**config.mk**
```make
export PLATFORM = sky130hd
export DESIGN_NAME = pattern_seq_gen_flat
export DESIGN_NICKNAME = d
export VERILOG_FILES = /design/src/rtl/pattern_seq_gen_if.sv /design/src/rtl/pattern_seq_gen.sv /design/src/flat_wrapper.sv
export SDC_FILE = /design/constraint.sdc
export NUM_CORES = 1
export LEC_CHECK = 0
export BUFFER_PORTS_ARGS = -buffer_cell sky130_fd_sc_hd__buf_2
export CAP_MARGIN = 0
export CORE_ASPECT_RATIO = 1.4
export CORE_UTILIZATION = 56
export CTS_CLUSTER_DIAMETER = 80
export DETAILED_ROUTE_END_ITERATION = 7
export HOLD_SLACK_MARGIN = 0.12
export PLACE_DENSITY = 0.78
export RECOVER_POWER = 50
export SLEW_MARGIN = 20
export SYNTH_ARGS = -nofsm -noshare
export SYNTH_HDL_FRONTEND = slang
export SYNTH_SLANG_ARGS = --single-unit
```
**constraint.sdc**
```tcl
create_clock -name clk -period 2.2 [get_ports clk]
set_clock_uncertainty 0.05 [all_clocks]
set_input_delay 0.22 -clock clk [delete_from_list [all_inputs] [get_ports clk]]
set_output_delay 0.22 -clock clk [all_outputs]
set_load 0.01 [all_outputs]
```
**src/rtl/pattern_seq_gen_if.sv**
```systemverilog
// pattern_seq_gen_if: control inputs and serial outputs of the pattern generator
interface pattern_seq_gen_if #(
  parameter int W  = 8,
  parameter int LW = 3,
  parameter int CW = 4
);
  logic          start;
  logic          stop;
  logic [W-1:0]  pat;
  logic [LW-1:0] len;
  logic [CW-1:0] reps;
  logic          x;
  logic          xv;
  logic          busy;
  logic          done;
  modport master (output start, stop, pat, len, reps, input x, xv, busy, done);
  modport slave (input start, stop, pat, len, reps, output x, xv, busy, done);
endinterface

```
**src/rtl/pattern_seq_gen.sv**
```systemverilog
// pattern_seq_gen: shifts a latched pattern out MSB-first for N reps or until stopped
// Define PGEN_GAP_EN to insert one idle cycle between consecutive repetitions.
module pattern_seq_gen #(
  parameter int W  = 8,
  parameter int LW = 3,
  parameter int CW = 4
) (
  input logic              clk,
  input logic              rst,
  pattern_seq_gen_if.slave bus
);
`ifdef PGEN_GAP_EN
  typedef enum logic [1:0] {IDLE, SEND, GAP, FIN} state_t;
`else
  typedef enum logic [1:0] {IDLE, SEND, FIN} state_t;
`endif
  localparam logic [LW-1:0] LMAX = LW'(W - 1);
  state_t        state_q, state_d;
  logic [W-1:0]  pat_q, pat_d;
  logic [LW-1:0] len_q, len_d, idx_q, idx_d, len_c;
  logic [CW-1:0] reps_q, reps_d, rep_q, rep_d;
  logic          stopf_q, stopf_d, x_q, x_d, xv_q, xv_d, busy_q, busy_d, done_q, done_d;
  logic          last, fin;
  assign len_c = bus.len > LMAX ? LMAX : bus.len;
  assign last  = idx_q == '0;
  // a run ends after the current repetition when stopped or on the last counted rep
  assign fin   = stopf_q | bus.stop | (reps_q != '0 && rep_q == CW'(1));
  always_comb begin
    state_d = state_q;
    pat_d   = pat_q;
    len_d   = len_q;
    idx_d   = idx_q;
    reps_d  = reps_q;
    rep_d   = rep_q;
    stopf_d = stopf_q;
    x_d     = 1'b0;
    xv_d    = 1'b0;
    busy_d  = 1'b0;
    done_d  = 1'b0;
    case (state_q)
      IDLE: if (bus.start) begin
        state_d = SEND;
        pat_d   = bus.pat;
        len_d   = len_c;
        idx_d   = len_c;
        reps_d  = bus.reps;
        rep_d   = bus.reps;
        stopf_d = 1'b0;
        x_d     = bus.pat[len_c];
        xv_d    = 1'b1;
        busy_d  = 1'b1;
      end
      SEND: begin
        stopf_d = stopf_q | bus.stop;
        busy_d  = 1'b1;
        if (!last) begin
          idx_d = idx_q - 1'b1;
          x_d   = pat_q[idx_q-1'b1];
          xv_d  = 1'b1;
        end else if (fin) begin
          state_d = FIN;
          done_d  = 1'b1;
        end else begin
          idx_d = len_q;
          rep_d = reps_q != '0 ? rep_q - 1'b1 : rep_q;
`ifdef PGEN_GAP_EN
          state_d = GAP;
`else
          x_d  = pat_q[len_q];
          xv_d = 1'b1;
`endif
        end
      end
`ifdef PGEN_GAP_EN
      GAP: begin
        state_d = SEND;
        x_d     = pat_q[idx_q];
        xv_d    = 1'b1;
        busy_d  = 1'b1;
      end
`endif
      default: state_d = IDLE;
    endcase
  end
  always_ff @(posedge clk or posedge rst) begin
    if (rst) begin
      state_q <= IDLE;
      pat_q   <= '0;
      len_q   <= '0;
      idx_q   <= '0;
      reps_q  <= '0;
      rep_q   <= '0;
      stopf_q <= 1'b0;
      x_q     <= 1'b0;
      xv_q    <= 1'b0;
      busy_q  <= 1'b0;
      done_q  <= 1'b0;
    end else begin
      state_q <= state_d;
      pat_q   <= pat_d;
      len_q   <= len_d;
      idx_q   <= idx_d;
      reps_q  <= reps_d;
      rep_q   <= rep_d;
      stopf_q <= stopf_d;
      x_q     <= x_d;
      xv_q    <= xv_d;
      busy_q  <= busy_d;
      done_q  <= done_d;
    end
  end
  assign bus.x    = x_q;
  assign bus.xv   = xv_q;
  assign bus.busy = busy_q;
  assign bus.done = done_q;
endmodule

```
**src/flat_wrapper.sv**
```systemverilog
// flat-port wrapper written by rule: the top's interface ports become plain ports
module pattern_seq_gen_flat 
#(
  parameter int W  = 8,
  parameter int LW = 3,
  parameter int CW = 4
)
  (clk, rst, bus_start, bus_stop, bus_pat, bus_len, bus_reps, bus_x, bus_xv, bus_busy, bus_done);
  pattern_seq_gen_if #(.W(W), .LW(LW), .CW(CW)) bus_i ();
  input logic clk;
  input logic rst;
  input wire logic [$bits(bus_i.start)-1:0] bus_start;
  input wire logic [$bits(bus_i.stop)-1:0] bus_stop;
  input wire logic [$bits(bus_i.pat)-1:0] bus_pat;
  input wire logic [$bits(bus_i.len)-1:0] bus_len;
  input wire logic [$bits(bus_i.reps)-1:0] bus_reps;
  output wire logic [$bits(bus_i.x)-1:0] bus_x;
  output wire logic [$bits(bus_i.xv)-1:0] bus_xv;
  output wire logic [$bits(bus_i.busy)-1:0] bus_busy;
  output wire logic [$bits(bus_i.done)-1:0] bus_done;
  assign bus_i.start = bus_start;
  assign bus_i.stop = bus_stop;
  assign bus_i.pat = bus_pat;
  assign bus_i.len = bus_len;
  assign bus_i.reps = bus_reps;
  assign bus_x = bus_i.x;
  assign bus_xv = bus_i.xv;
  assign bus_busy = bus_i.busy;
  assign bus_done = bus_i.done;
  pattern_seq_gen #(.W(W), .LW(LW), .CW(CW)) u_core (.clk(clk), .rst(rst), .bus(bus_i));
endmodule
```
==> qor.yml <==
dieArea_sq_mm: 0.00306
path_cells: "inv_1, ha_1, or3b_4, o21a_4, o31a_4, mux2_4"
synthArstFlopShare_pct: 100
min_path_type: "input pin to flip-flop"
synth_top_family_by_area: "simple AND/OR/NAND/NOR gates"
path_class: "flip-flop to flip-flop"
h-tree-depth: 2
synth.area.top_cells: "dfrtp_1 (46%), nand2_1 (11%), mux4_2 (7.1%), ha_1 (3.1%), nor2_1 (2.8%)"
syn_nets: 188
num_rows: 22
synth.distinct_cells: 38
syn_to_final_growth_pct: 25.3
numCtsBuffers: 5
seq_area_frac_synth_pct: 45.6
viasPerCell: 5.55
grt_pass1_vias: 1343
cts.sinks: 29
instances_no_fill: 244
min_period_ps: 2030
wl_per_cell_um: 14.6
antenna_left: 0
cp_slowest_cell: "dfrtp_1"
antenna_found_initial: 0
io_pins: 23
placedCellCount: 220
syn_area_sq_mm: 0.00159
rsz0062_at_grt: "no"
worstMarginPinSlew_ps: 707
fmax_ghz: 0.493
first_iter_violations: 39
cts_buffer_depth: 2
crit_arrival_ps: 2190
fin_ws_ps: 173
critPathLaunchType: "flip-flop"
yosys-top-cells-count: "nand2_1 (47), dfrtp_1 (29), nor2_1 (12)"
synthAdderAreaFrac_pct: 3.14
cp_max_fo: 5
ys_ff_latch: 29
setup_violations: 0
root_buffer: "clkbuf_4"
track_usage_pct: 28.6
initial_utilization_pct: 59.6
tns_ps: 0
fp.coreArea_sq_mm: 0.00267
status: "finished, final reports clean"
synthMostInstantiatedCell: "nand2_1"
grt_overflow: 0
antennaDiodeCount: 0
cts_tree: "built"
hpwl_um: 2490
required_ps: 2360
final_max_slew_viol_count: 0
synth-edff-count: 0
cts.reportedPaths.clkPinSlew_ps: 100
gp_congestion: 0.865
wirelength_um: 3560
clock_latency_ps: 330
hold_violations: 0
synthCells: 165
endpoint_kind: "flip-flop"
drive_gt1_share_pct: 21.6
synthMuxAreaShare_pct: 10.8
die_w_um: 47.1
fillers: 200
power.density_mw_per_mm2: 1410
synth_simple_gate_area_share_pct: 23.1
yosysWarningCount: 0
drc: 0
period_share_pct: 92.1
die_height_um: 65.1
grt_pass1_wl_um: 6090
maxCapViolations: 0
synth.largest_area_cell: "dfrtp_1"
syn_avg_cell_area_sq_um: 9.65
irDropWorstVdd_uv: 894
synth_top_area_share_pct: 45.6
relSlewSlack_pct: 52.9
place_ws_ps: 170
nNetsFinal: 230
p_leak_nw: 0.956
synthFlopType: "dfrtp_1"
grt_max_degree: 30
synth_compound_area_share_pct: 14.5
vias: 1355
io_buffers: 22
drt_first_pass_iters: 4
synth_xor_area_share_pct: 0
max_stage_delay_ps: 410
-- sequential cells by signal, summed over array words and instances (netlist names) --
signal	count
u_core.pat_q	8
u_core.rep_q	4
u_core.reps_q	4
u_core.idx_q	3
u_core.len_q	3
u_core.state_q	2
u_core.bus.busy	1
u_core.bus.done	1
u_core.bus.x	1
u_core.bus.xv	1
u_core.stopf_q	1
-- area by class of cell --
class	instances	area [sq um]	share of cell area (%)
well taps	36	45.0	2.26
repair buffers	41	289	14.5
flip-flops and latches	29	726	36.4
clock buffers	7	55.1	2.76
clock inverters	1	30.0	1.51
multi-input cells	124	827	41.5
inverters	6	22.5	1.13
-- through the flow --
step / hold slack, ps / instance area, sq um / power (mW) / util, %
after CTS: 136 / 1990 / 2.80 / 74.6
after global placement: 249 / 1750 / 2.25 / 65.4
after floorplan: 248 / 1590 / 2.01 / -
final: 181 / 1990 / 2.82 / 74.7
after global routing: 188 / 1990 / 3.03 / 74.7
after detailed placement: 262 / 1750 / 2.32 / 65.4
-- per-layer routing --
metal / GRT usage (%) / part of all wire, %
met1: 37.1 / 42
met4: 10.0 / 2.1
met5: 0 / 0
met3: 6.96 / 3.5
met2: 45.3 / 53
-- cell usage in the layout, fill, tap and decap left out, types with 2 or more instances in the layout --
master	instances
a211o_1	2
a21oi_1	5
and2_1	2
buf_2	21
buf_4	2
clkbuf_1	2
clkbuf_4	5
dfrtp_1	29
dlygate4sd3_1	16
ha_1	4
inv_1	6
mux2_4	2
mux2i_1	3
mux4_2	5
nand2_1	47
nand2b_1	2
nor2_1	12
nor2b_1	4
nor3_1	4
nor3b_1	2
o21ai_0	8
o31ai_1	3
-- worst paths after layout --
path	startpoint	end	slack, ps	cells after the start
max	u_core.rep_q[1]$_DFFE_PP0P_	u_core.idx_q[1]$_DFFE_PP0P_	170	6
min	bus_len[0]	u_core.len_q[0]$_DFFE_PP0P_	180	2
max reg2reg	u_core.rep_q[1]$_DFFE_PP0P_	u_core.idx_q[1]$_DFFE_PP0P_	170	6
min reg2reg	u_core.pat_q[4]$_DFFE_PP0P_	u_core.pat_q[4]$_DFFE_PP0P_	460	2
max in group asynchronous	rst	u_core.len_q[2]$_DFFE_PP0P_	1070	4
min in group asynchronous	rst	u_core.rep_q[2]$_DFFE_PP0P_	560	4
-- timing repair --
action | CTS | global route
endpoints found under the setup margin | 0 | 3
hold buffers | 16 | 0
endpoints found under the hold margin | 45 | 0
setup buffers | 0 | 0
resized for setup | 0 | 1
-- worst max-delay path: cells and delay by family, from the launching register on --
family                   cells  cell delay [ps]
AO/OA/AOI/OAI                2              550
flip-flops                   1              410
AND/OR/NAND/NOR              1              390
multiplexers                 1              300
adder cells (fa/ha/maj)      1              140
buffers and inverters        1               90
-- power by group --
group	leakage [nW]	internal, mW	switching (mW)
Combinational	0.558	0.670	0.671
Sequential	0.353	0.787	0.230
Clock	0.0455	0.271	0.187
-- logic make-up (layout without fill, tap and decap cells) --
family	after synthesis	after routing
flip-flops	29	29
multiplexers	10	10
buffers and inverters	12	55
adder cells (fa/ha/maj)	4	4
AND/OR/NAND/NOR	80	80
AO/OA/AOI/OAI	30	30
Power figures use the tool's default switching activity.
